## config.mk

```make
export PLATFORM = sky130hd
export DESIGN_NAME = serial_rx_d
export DESIGN_NICKNAME = d
export VERILOG_FILES = /design/src/rtl/serial_pkg.sv /design/src/rtl/sync2.sv /design/src/rtl/serial_rx_d.sv
export SDC_FILE = /design/constraint.sdc
export NUM_CORES = 1
export LEC_CHECK = 0
export BUFFER_PORTS_ARGS = -buffer_cell sky130_fd_sc_hd__buf_4
export CAP_MARGIN = 0
export CORE_MARGIN = 3
export CORE_UTILIZATION = 52
export CTS_CLUSTER_SIZE = 14
export DETAILED_ROUTE_END_ITERATION = 12
export GPL_ROUTABILITY_DRIVEN = 0
export PLACE_DENSITY = 0.74
export SYNTH_ARGS = -nofsm -noshare
export SYNTH_HDL_FRONTEND = slang
export SYNTH_SLANG_ARGS = --single-unit
export TNS_END_PERCENT = 10
```

## constraint.sdc

```tcl
create_clock -name clk -period 1.8 [get_ports clk]
set_input_delay 0.18 -clock clk [delete_from_list [all_inputs] [get_ports clk]]
set_output_delay 0.18 -clock clk [all_outputs]
set_load 0.05 [all_outputs]
```

## src/rtl/serial_pkg.sv

```systemverilog
// Shared definitions for the serial link: receiver FSM states and frame constants.
// The transmitter uses FRAME_BITS and IDLE_LEVEL as well.
package serial_pkg;

    typedef enum logic [1:0] {
        IDLE  = 2'd0,
        START = 2'd1,
        DATA  = 2'd2,
        STOP  = 2'd3
    } rx_state_t;

    localparam int   FRAME_BITS = 8;
    localparam logic IDLE_LEVEL = 1'b1;

endpackage

```

## src/rtl/sync2.sv

```systemverilog
// Two-flop synchroniser for an asynchronous serial line; resets to the idle level
// so that leaving reset never looks like a start edge.
module sync2
    import serial_pkg::*;
(
    input  logic clk,
    input  logic reset,
    input  logic d,
    output logic q
);

    logic meta_q;
    logic sync_q;

    // NOTE: reset is synchronous, so it is tested inside the clocked block and never appears in the sensitivity list.
    always_ff @(posedge clk) begin
        if (!reset) begin
            meta_q <= IDLE_LEVEL;
            sync_q <= IDLE_LEVEL;
        end else begin
            meta_q <= d;
            sync_q <= meta_q;
        end
    end

    assign q = sync_q;

endmodule

```

## src/rtl/serial_rx_d.sv

```systemverilog
// UART-style receiver: 1 start bit, 8 data bits MSB first, 1 stop bit. Samples at
// mid-bit and presents each good byte with a one-cycle RxRdy strobe.
module serial_rx_d
    import serial_pkg::*;
#(
    parameter int CLKS_PER_BIT = 16,
    parameter int CNT_W        = 8
) (
    input  logic                  clk,
    input  logic                  reset,
    input  logic                  serialIn,
    output logic [FRAME_BITS-1:0] out,
    output logic                  RxRdy,
    output logic                  FrameErr
);

    localparam logic [CNT_W-1:0] HALF_LAST = CNT_W'(CLKS_PER_BIT / 2 - 1);
    localparam logic [CNT_W-1:0] BIT_LAST  = CNT_W'(CLKS_PER_BIT - 1);
    localparam logic [3:0]       BITN_LAST = 4'(FRAME_BITS - 1);

    logic                  rxs;
    logic                  prev_rxs_q, prev_rxs_d;
    rx_state_t             state_q,    state_d;
    logic [CNT_W-1:0]      cnt_q,      cnt_d;
    logic [3:0]            bitn_q,     bitn_d;
    logic [FRAME_BITS-1:0] shreg_q,    shreg_d;
    logic [FRAME_BITS-1:0] out_q,      out_d;
    logic                  rdy_q,      rdy_d;
    logic                  ferr_q,     ferr_d;

    sync2 u_sync_rx (
        .clk   (clk),
        .reset (reset),
        .d     (serialIn),
        .q     (rxs)
    );

    // NOTE: every always_comb output gets a default first, so no path leaves a value unassigned and no latch is inferred.
    always_comb begin
        prev_rxs_d = rxs;
        state_d    = state_q;
        cnt_d      = cnt_q;
        bitn_d     = bitn_q;
        shreg_d    = shreg_q;
        out_d      = out_q;
        rdy_d      = 1'b0;
        ferr_d     = 1'b0;

        case (state_q)
            IDLE: begin
                // A falling edge is required, so a held-low break never restarts a frame.
                if (prev_rxs_q == IDLE_LEVEL && rxs != IDLE_LEVEL) begin
                    state_d = START;
                    cnt_d   = '0;
                end
            end
            START: begin
                if (cnt_q == HALF_LAST) begin
                    cnt_d   = '0;
                    bitn_d  = '0;
                    state_d = (rxs != IDLE_LEVEL) ? DATA : IDLE;
                end else begin
                    cnt_d = cnt_q + CNT_W'(1);
                end
            end
            DATA: begin
                if (cnt_q == BIT_LAST) begin
                    shreg_d = {shreg_q[FRAME_BITS-2:0], rxs};
                    bitn_d  = bitn_q + 4'd1;
                    cnt_d   = '0;
                    if (bitn_q == BITN_LAST) begin
                        state_d = STOP;
                    end
                end else begin
                    cnt_d = cnt_q + CNT_W'(1);
                end
            end
            STOP: begin
                // Returning to IDLE at the stop mid-point lets a back-to-back start edge be seen.
                if (cnt_q == BIT_LAST) begin
                    if (rxs == IDLE_LEVEL) begin
                        out_d = shreg_q;
                        rdy_d = 1'b1;
                    end else begin
                        ferr_d = 1'b1;
                    end
                    cnt_d   = '0;
                    state_d = IDLE;
                end else begin
                    cnt_d = cnt_q + CNT_W'(1);
                end
            end
            default: begin
                state_d = IDLE;
                cnt_d   = '0;
            end
        endcase
    end

    // NOTE: sequential state uses non-blocking assignments so all flops update together at the edge.
    always_ff @(posedge clk) begin
        if (!reset) begin
            prev_rxs_q <= IDLE_LEVEL;
            state_q    <= IDLE;
            cnt_q      <= '0;
            bitn_q     <= '0;
            shreg_q    <= '0;
            out_q      <= '0;
            rdy_q      <= 1'b0;
            ferr_q     <= 1'b0;
        end else begin
            prev_rxs_q <= prev_rxs_d;
            state_q    <= state_d;
            cnt_q      <= cnt_d;
            bitn_q     <= bitn_d;
            shreg_q    <= shreg_d;
            out_q      <= out_d;
            rdy_q      <= rdy_d;
            ferr_q     <= ferr_d;
        end
    end

    assign out      = out_q;
    assign RxRdy    = rdy_q;
    assign FrameErr = ferr_q;

endmodule

```

After elaboration in Yosys (flattened, before gate mapping)
Index checks and enable logic that the tools add are counted.

operators by class
  bitwise gates (word level) = 1
  mux-type cells = 16
  eq/ne operators = 11
  reductions and logical operators = 9
  $add $sub $neg = 2

operator list
  kind                   number
  $mux W8                3
  $pmux W8 S3            1
  $mux W2                6
  $ne A2 B2 Y1 const B   5
  $reduce_and A3 Y1      3
  $add A8 B1 Y8 const B  1
  $eq A8 B3 Y1 const B   1
  $eq A8 B4 Y1 const B   1
  $mux W4                2
  $pmux W2 S4            1
  $pmux W4 S2            1
  $reduce_and A5 Y1      1
  $add A4 B1 Y4 const B  1
  $eq A2 B2 Y1 const B   2
  $eq A4 B3 Y1 const B   1
  $eq A2 B1 Y1 const B   1
  $logic_not A2 Y1       1
  $mux W1                2
  $reduce_and A2 Y1      1
  $reduce_bool A2 Y1     1
  $reduce_or A2 Y1       1
  $logic_and A1 B1 Y1    1
  $not A1 Y1             1

word-level totals
  register bits after elaboration = 35
  output and inout port bits = 10
  bits of input ports = 3
  logic and storage cells = 49

Longest topological paths before layout
Gate-level depths: netlist of the first run.

  depth in word-level cells = 4
  depth in mapped cells = 7
  mapped depth without buffers = 5

Modules after synthesis
From an unflattened synthesis of the first run, not the netlist that was laid out.

second synthesis, totals
  cell total of the unflattened synthesis = 167
  area total of the unflattened synthesis = 1502.7 um^2

modules (own cells, without submodules)
  module       cells an instance  area an instance (um^2)  sequential area each (um^2)  times used
  serial_rx_d  163                1450.1                   660.6                        1
  sync2        4                  52.6                     40.0                         1

Least setup slack after synthesis of the first run
OpenSTA, ideal clock, no wires.

  path kind = register -> register
  start point = reg cnt_q[0]
  end point = reg bitn_q[3]
  stages on the path, launching flop included = 7
  arrival = 1.703 ns
  path slack = 0.027 ns
  path buffers = 1
  setup time = 0.070 ns
  cells stage by stage = dfxtp_1 -> ha_1 -> and3_1 -> clkbuf_1 -> a2bb2oi_1 -> or4_1 -> a21oi_1

between the ends
  longest elaborated chain between the ends = 3

RTL lines
  item                                                 RTL line                              RTL
  from (decl)                                          serial_rx_d.sv:24                     logic [CNT_W-1:0] cnt_q, cnt_d;
  from (signal assigned)                               serial_rx_d.sv:114                    cnt_q <= cnt_d;
  $eq A8 B4 Y1 / $eq A8 B3 Y1 (equally long branches)  serial_rx_d.sv:67, serial_rx_d.sv:58
  $ne A2 B2 Y1 (no line)                               --
  $reduce_and A3 Y1 (no line) *                        --
  to (signal assigned)                                 serial_rx_d.sv:115                    bitn_q <= bitn_d;
  to (decl)                                            serial_rx_d.sv:25                     logic [3:0] bitn_q, bitn_d;

Mark *: on every way between the ends. The rest lies on a longest branch, timed or not.
A chain may end at the register's enable or synchronous reset.

Worst setup path after layout of the first run
  start point = reg cnt_q[7]
  end point = reg bitn_q[3]

The elaborated chain is that of the path after synthesis.

==> summary.txt, run 1 <==
Cell row count -> 19
Clk pwr share -> 30.9%
HP Class -> in2reg
Die width -> 60.5 um
Required time worst endpoint -> 2.07 ns
Worst VDD drop -> 0.000587 V
Maxcap violations -> 0
Tcrit/Tclk final -> 96.1%
Compound-Gate Fraction of Synth Area -> 15.2%
Initial antenna violation count -> 0
Worst r2r src -> cnt_q[7]$_SDFFE_PN0P_
Area leader, netlist -> dfxtp_1
Largest family of logic cells by synthesized area -> simple AND/OR/NAND/NOR gates
Post-place setup slack -> 0.0128 ns
Vias in the first global route -> 1179
Data arrival, critical path -> 2.00 ns
Starting Density -> 55.5%
Post-layout util -> 62.9%
Final hold violations -> 0
Post-route cell area -> 0.00175 mm^2
Nets@finish -> 190
Port buffer count -> 12
Kind of end point of the critical path -> flop
Post-synthesis cell type count -> 41
Final ANT Viol Nets -> 0
Root buf cell -> clkbuf_4
Vias per cell -> 5.97
Leak pwr -> 0.798 nW
FF-to-FF path depth -> 3
Commonest non-fill, non-tap cells in the layout -> 32 x dfxtp_1, 22 x nor2_1, 20 x buf_4, 16 x mux2i_1, 9 x nand2_1
CTS buffer count -> 5
Final wirelength -> 3.06 mm
Switching share of power -> 23.0%
Area contributors post-synth -> dfxtp_1 45%, mux2i_1 10%, nor2_1 5.3%
Initial DRC count -> 43
Filler Cell Count -> 257
Max Fanout on Critical Path -> 8
Post-synth top area share -> 45.4%
Die Y-Extent -> 60.5 um
Cell Int Power -> 0.961 mW
Area grow syn2layout -> 13.4%
WL/cell -> 14.2 um
Logic pwr share -> 5.4%
CTS sink cnt -> 35
Largest net degree at the start of global routing -> 18
WHS -> 0.0369 ns
N_diodes -> 0
Hold_buf cts -> 0
Status -> finished clean
H-tree depth -> 2
CTS tree -> yes
Reg2reg setup slack -> 0.07 ns
Worst-Skew Late Latency -> 0.33 ns
Yosys warning total -> 0
Drc violations -> 0
Final worst-path setup slack -> 0.0695 ns
Worst hold stages -> 2
Io pins -> 13
P_sw -> 0.287 mW
WS Path Type -> reg2reg
Sequential element share of the synthesized area -> 45.4%
Mux share of post-synthesis cell area -> 10.4%
Post-synthesis cell area -> 0.00154 mm^2
Most common cell after layout, fill and taps aside -> dfxtp_1
Final TNS setup -> 0 ns
Fin. max-slew vios -> 0
Avg Inst Size Synth -> 9.25 um^2
Hold Path Sink -> u_sync_rx.meta_q$_SDFF_PN1_
Sequential group share of total power -> 63.6%
Simple-gate area share of the yosys netlist -> 21.9%
Synth Register Bits -> 35
Die area -> 0.00366 mm^2
RR Endpoint -> bitn_q[3]$_SDFFE_PN0P_
Drt pass-1 iters -> 4
Final setup vio count -> 0
Post-Synthesis Cells -> 167
Hpwl dp -> 2.12 mm
Total global routing overflow -> 0
Setup bufs post-CTS -> 0
Slew @ Worst Pin -> 0.444 ns
Max-slew headroom -> 70.1%
CTS Buffer Depth -> 2
Unrepaired setup endpoints after global routing -> false
Adder-Cell Fraction of Synth Area -> 2.43%
Via Count -> 1290
Share of cells above drive strength 1 -> 19.5%
Skew final -> 0.0116 ns
First-pass GRT wire length -> 5.20 mm
P per Cell Area -> 713 mW/mm^2
Dpl cell area -> 0.00168 mm^2
Worst-path clk slew -> 0.10 ns
Xor and xnor area share after synthesis -> 0%
Tmin final -> 1.73 ns
CP Launch Type -> flop
Worst hold start -> serialIn
FMAX -> 578 MHz
Core area -> 0.00278 mm^2
Mapped Nets -> 173
Tot GR Track Use -> 18.9%
## metrics by stage
stage                     total power, mW  std cells
after floorplan                     0.852        167
after global placement              0.872        208
after detailed placement            0.875        208
after CTS                            1.26        216
after global routing                 1.32        216
final                                1.25        216
## sequential cells by signal (all words and copies together), names as in the netlist, named ones only
name              count
FrameErr              1
out                   8
state_q               1
bitn_q                4
u_sync_rx.q           1
cnt_q                 8
RxRdy                 1
prev_rxs_q            1
shreg_q               8
u_sync_rx.meta_q      1
## cell families after synthesis
kind of cell / after synthesis
compound gates: 36
fa+ha+maj: 3
buf+inv: 15
flops: 35
mux: 16
simple gates: 62
## metal layers
layer  vias to the layer above  track usage (%)  wire length, um  share of wire (%)
met3                         4             6.60              131                4.3
met5                         -                0                0                  0
li1                        637                -                -                  -
met1                       623             25.1             1350                 44
met4                         0             8.36               31                1.0
met2                        26             27.9             1550                 51
## cell usage after synthesis
library cell and count:
a211oi_1 1, a21oi_1 8, a21oi_2 1, a2bb2oi_1 1
a311oi_1 1, a31oi_1 3, a41o_1 1, and2_1 2
and3_1 2, and4b_1 1, buf_2 1, buf_6 2
clkbuf_1 7, dfxtp_1 35, ha_1 3, inv_1 5
mux2i_1 16, nand2_1 9, nand2b_1 3, nand3_1 4
nand3b_1 1, nand4_1 1, nand4b_1 3, nor2_1 22
nor2b_1 2, nor3_1 3, nor3b_1 1, nor4_4 1
o2111ai_1 1, o211a_2 1, o211ai_1 1, o21a_1 2
o21ai_0 5, o21ai_1 3, o22ai_1 3, o311ai_1 1
o31a_1 1, o31ai_1 2, or3_1 4, or4_1 2
or4_4 1
## critical path, stage by stage (launching register included)
cell and delay, ns:
dfxtp_1 0.38, or4_4 0.61, or4_1 0.53, a21oi_1 0.16
## how the worst max path moves through the flow
stage / endpoint / cells after the start / startpoint / slack [ns]
after floorplan: bitn_q[3]$_SDFFE_PN0P_ / 6 / cnt_q[0]$_SDFFE_PN0P_ / 0.03
after global placement: cnt_q[7]$_SDFFE_PN0P_ / 4 / cnt_q[7]$_SDFFE_PN0P_ / 0.09
after detailed placement: bitn_q[3]$_SDFFE_PN0P_ / 5 / cnt_q[0]$_SDFFE_PN0P_ / 0.01
after CTS: bitn_q[3]$_SDFFE_PN0P_ / 5 / cnt_q[0]$_SDFFE_PN0P_ / 0.04
after global routing: bitn_q[3]$_SDFFE_PN0P_ / 5 / cnt_q[0]$_SDFFE_PN0P_ / 0.002
final: bitn_q[3]$_SDFFE_PN0P_ / 3 / cnt_q[7]$_SDFFE_PN0P_ / 0.07
## cell type report
type | instances | area [um^2] | share of cell area (%)
Multi-Input combinational cell | 117 | 788 | 45.0
Timing Repair Buffer | 20 | 150 | 8.58
Inverter | 5 | 18.8 | 1.07
Clock buffer | 7 | 45.0 | 2.57
Clock inverter | 1 | 5.00 | 0.286
Sequential cell | 35 | 704 | 40.2
Tap cell | 31 | 38.8 | 2.22
## what timing repair did
action | 4_1_cts | 5_1_grt
gates resized for setup | 1 | 6
endpoints found under the setup margin | 1 | 2
cloned | 0 | 0
## power groups by stage
stage | clock [mW] | sequential (mW) | combinational (mW)
after floorplan | 0 | 0.804 | 0.0475
after global placement | 0 | 0.810 | 0.0624
after detailed placement | 0 | 0.810 | 0.0643
after CTS | 0.404 | 0.792 | 0.0648
after global routing | 0.443 | 0.797 | 0.0759
final | 0.386 | 0.794 | 0.0680
(Power assumes the default switching activity.)
==> inputs of run 2 (changes only) <==
--- a/config.mk
+++ b/config.mk
@@ -8,11 +8,12 @@
 export BUFFER_PORTS_ARGS = -buffer_cell sky130_fd_sc_hd__buf_4
 export CAP_MARGIN = 0
 export CORE_MARGIN = 3
-export CORE_UTILIZATION = 52
+export CORE_UTILIZATION = 55
+export CTS_BUF_LIST = sky130_fd_sc_hd__clkbuf_8
 export CTS_CLUSTER_SIZE = 14
 export DETAILED_ROUTE_END_ITERATION = 12
 export GPL_ROUTABILITY_DRIVEN = 0
-export PLACE_DENSITY = 0.74
+export PLACE_DENSITY = 0.77
 export SYNTH_ARGS = -nofsm -noshare
 export SYNTH_HDL_FRONTEND = slang
 export SYNTH_SLANG_ARGS = --single-unit
==> run 2 against run 1 <==
  * Combinational power up 13%
  * Total power up 18%
  * Clock power up 55%
  * Wire length up 11%
  * Register-to-register slack better by 0.02 ns
  * Sequential cell count unchanged
  * Maximum frequency up 0.99%
  * Sequential share of layout area down 1.9 points
  * Critical path depth up 1
  * Via count up 3.3%
  * Cell area up 5.6%
  * Critical path type unchanged
==> summary.txt, run 2 (synthesis results as in run 1) <==
CTS buffer count -> 5 (unchanged)
Die Y-Extent -> 59.0 um (-2.5%)
Total global routing overflow -> 0 (unchanged)
Core area -> 0.00257 mm^2 (-7.7%)
Drt pass-1 iters -> 5 (+1)
Cells after DPL -> 213 (+2.4%)
Most common cell after layout, fill and taps aside -> dfxtp_1
Via Count -> 1332 (+3.3%)
Worst VDD drop -> 0.000717 V (+22%)
Worst-Skew Late Latency -> 0.27 ns (-0.06 ns)
CTS Buffer Depth -> 2 (unchanged)
Final ANT Viol Nets -> 0 (unchanged)
HP Class -> in2reg
Post-layout util -> 72.0% (+9.0 points)
Dpl cell area -> 0.00172 mm^2 (+2.6%)
Vias in the first global route -> 1258 (+6.7%)
Status -> finished clean
Drc violations -> 0 (unchanged)
Hold_buf cts -> 0 (unchanged)
WHS -> 0.0911 ns (+0.0542 ns)
CTS tree -> yes
H-tree depth -> 2 (unchanged)
Final hold violations -> 0 (unchanged)
Crit-path max cell delay -> 0.59 ns (-0.02 ns)
Initial antenna violation count -> 0 (unchanged)
Leak pwr -> 0.851 nW (+6.6%)
Unrepaired setup endpoints after global routing -> false
N_diodes -> 0 (unchanged)
Final wirelength -> 3.41 mm (+11%)
Share of cells above drive strength 1 -> 21.5% (+2.0 points)
WS Path Type -> reg2reg
Maxcap violations -> 0 (unchanged)
Starting Density -> 60.1% (+4.6 points)
Data arrival, critical path -> 1.86 ns (-0.14 ns)
Hpwl dp -> 2.26 mm (+6.5%)
FF-to-FF path depth -> 4 (+1)
Nets@finish -> 196 (+3.2%)
CP Launch Type -> flop
WP buf/inv -> 0 (unchanged)
Worst path cell trace -> or4_4, o211a_2, o2111ai_1, o311ai_1
Fin. max-slew vios -> 0 (unchanged)
Tcrit/Tclk final -> 95.2% (-0.94 points)
Largest net degree at the start of global routing -> 19 (+1)
Cell row count -> 18 (-1)
Kind of end point of the critical path -> flop
Max-slew headroom -> 68.5% (-1.6 points)
CTS sink cnt -> 35 (unchanged)
WL/cell -> 15.4 um (+8.9%)
Final TNS setup -> 0 ns (unchanged)
Skew final -> 0.00152 ns (-0.0100 ns)
Worst hold stages -> 2 (unchanged)
Die width -> 59.0 um (-2.5%)
Port buffer count -> 12 (unchanged)
Io pins -> 13 (unchanged)
Worst-path clk slew -> 0.07 ns (-0.03 ns)
Vias per cell -> 6.03 (+0.92%)
Slowest cell on the critical path -> or4_4
Post-route cell area -> 0.00185 mm^2 (+5.6%)
Crit path depth -> 4 (+1)
Slew @ Worst Pin -> 0.467 ns (+0.0233 ns)
Final setup vio count -> 0 (unchanged)
First-pass GRT wire length -> 5.35 mm (+2.8%)
Tmin final -> 1.71 ns (-0.0169 ns)
Commonest non-fill, non-tap cells in the layout -> 33 x dfxtp_1, 26 x buf_4, 22 x nor2_1, 16 x mux2i_1, 9 x nand2_1
Area grow syn2layout -> 19.7%
Initial DRC count -> 37 (-14%)
Root buf cell -> clkbuf_8
Tot GR Track Use -> 19.9% (+0.97 points)
Required time worst endpoint -> 1.95 ns (-0.12 ns)
Final instance count without filler cells -> 221 (+2.3%)
Max Fanout on Critical Path -> 8 (unchanged)
Die area -> 0.00348 mm^2 (-4.9%)
Largest delay share family, worst path -> compound AO/OA/AOI/OAI gates
P per Cell Area -> 794 mW/mm^2 (+11%)
FMAX -> 584 MHz (+0.99%)
==> run 2: changes by cell type in the layout (fill, tap and decap cells not counted), sizes merged <==
cell	previous run	this run
inv	5	6
clkinv	1	0
buf	20	26
==> run 2: worst paths after layout <==
check,startpoint,to,slack [ns]
worst max register to register,cnt_q[7]$_SDFFE_PN0P_,cnt_q[7]$_SDFFE_PN0P_,0.09
worst min register to register,u_sync_rx.meta_q$_SDFF_PN1_,u_sync_rx.q$_SDFF_PN1_,0.42
worst max-delay path,cnt_q[7]$_SDFFE_PN0P_,cnt_q[7]$_SDFFE_PN0P_,0.09
worst min-delay path,serialIn,u_sync_rx.meta_q$_SDFF_PN1_,0.09
==> run 2: through the flow <==
stage | power, mW | setup WS [ns]
2_1_floorplan | 0.852 | 0.0268
3_3_place_gp | 0.876 | 0.0686
3_5_place_dp | 0.878 | 0.0397
4_1_cts | 1.47 | 0.00186
5_1_grt | 1.51 | 0.00355
6_report | 1.47 | 0.0864
==> run 2: power breakdown <==
group	internal, mW	switching, mW	total, mW
registers	0.781	0.00970	0.791
clock network	0.343	0.256	0.599
logic	0.0291	0.0477	0.0767
total	1.15	0.314	1.47
==> run 2: metal layers <==
metal  part of all wire (%)  GRT usage, %
met4                    2.8          13.3
met5                      0             0
met3                    4.8          4.58
met1                     44          24.1
met2                     48          31.4
==> run 2: layout make-up <==
cell class | instances | area (um^2)
multi-input combinational | 117 | 788
tap | 30 | 37.5
sequential | 35 | 708
inverter | 5 | 18.8
timing repair buffer | 26 | 195
clock buffer | 7 | 96.3
clock inverter | 1 | 3.75
fill | 200 | 719
==> run 2: timing repair <==
action                     4_1_cts  5_1_grt
setup buffers                    0        0
setup endpoints to repair        0       14
gates resized for setup          0        8
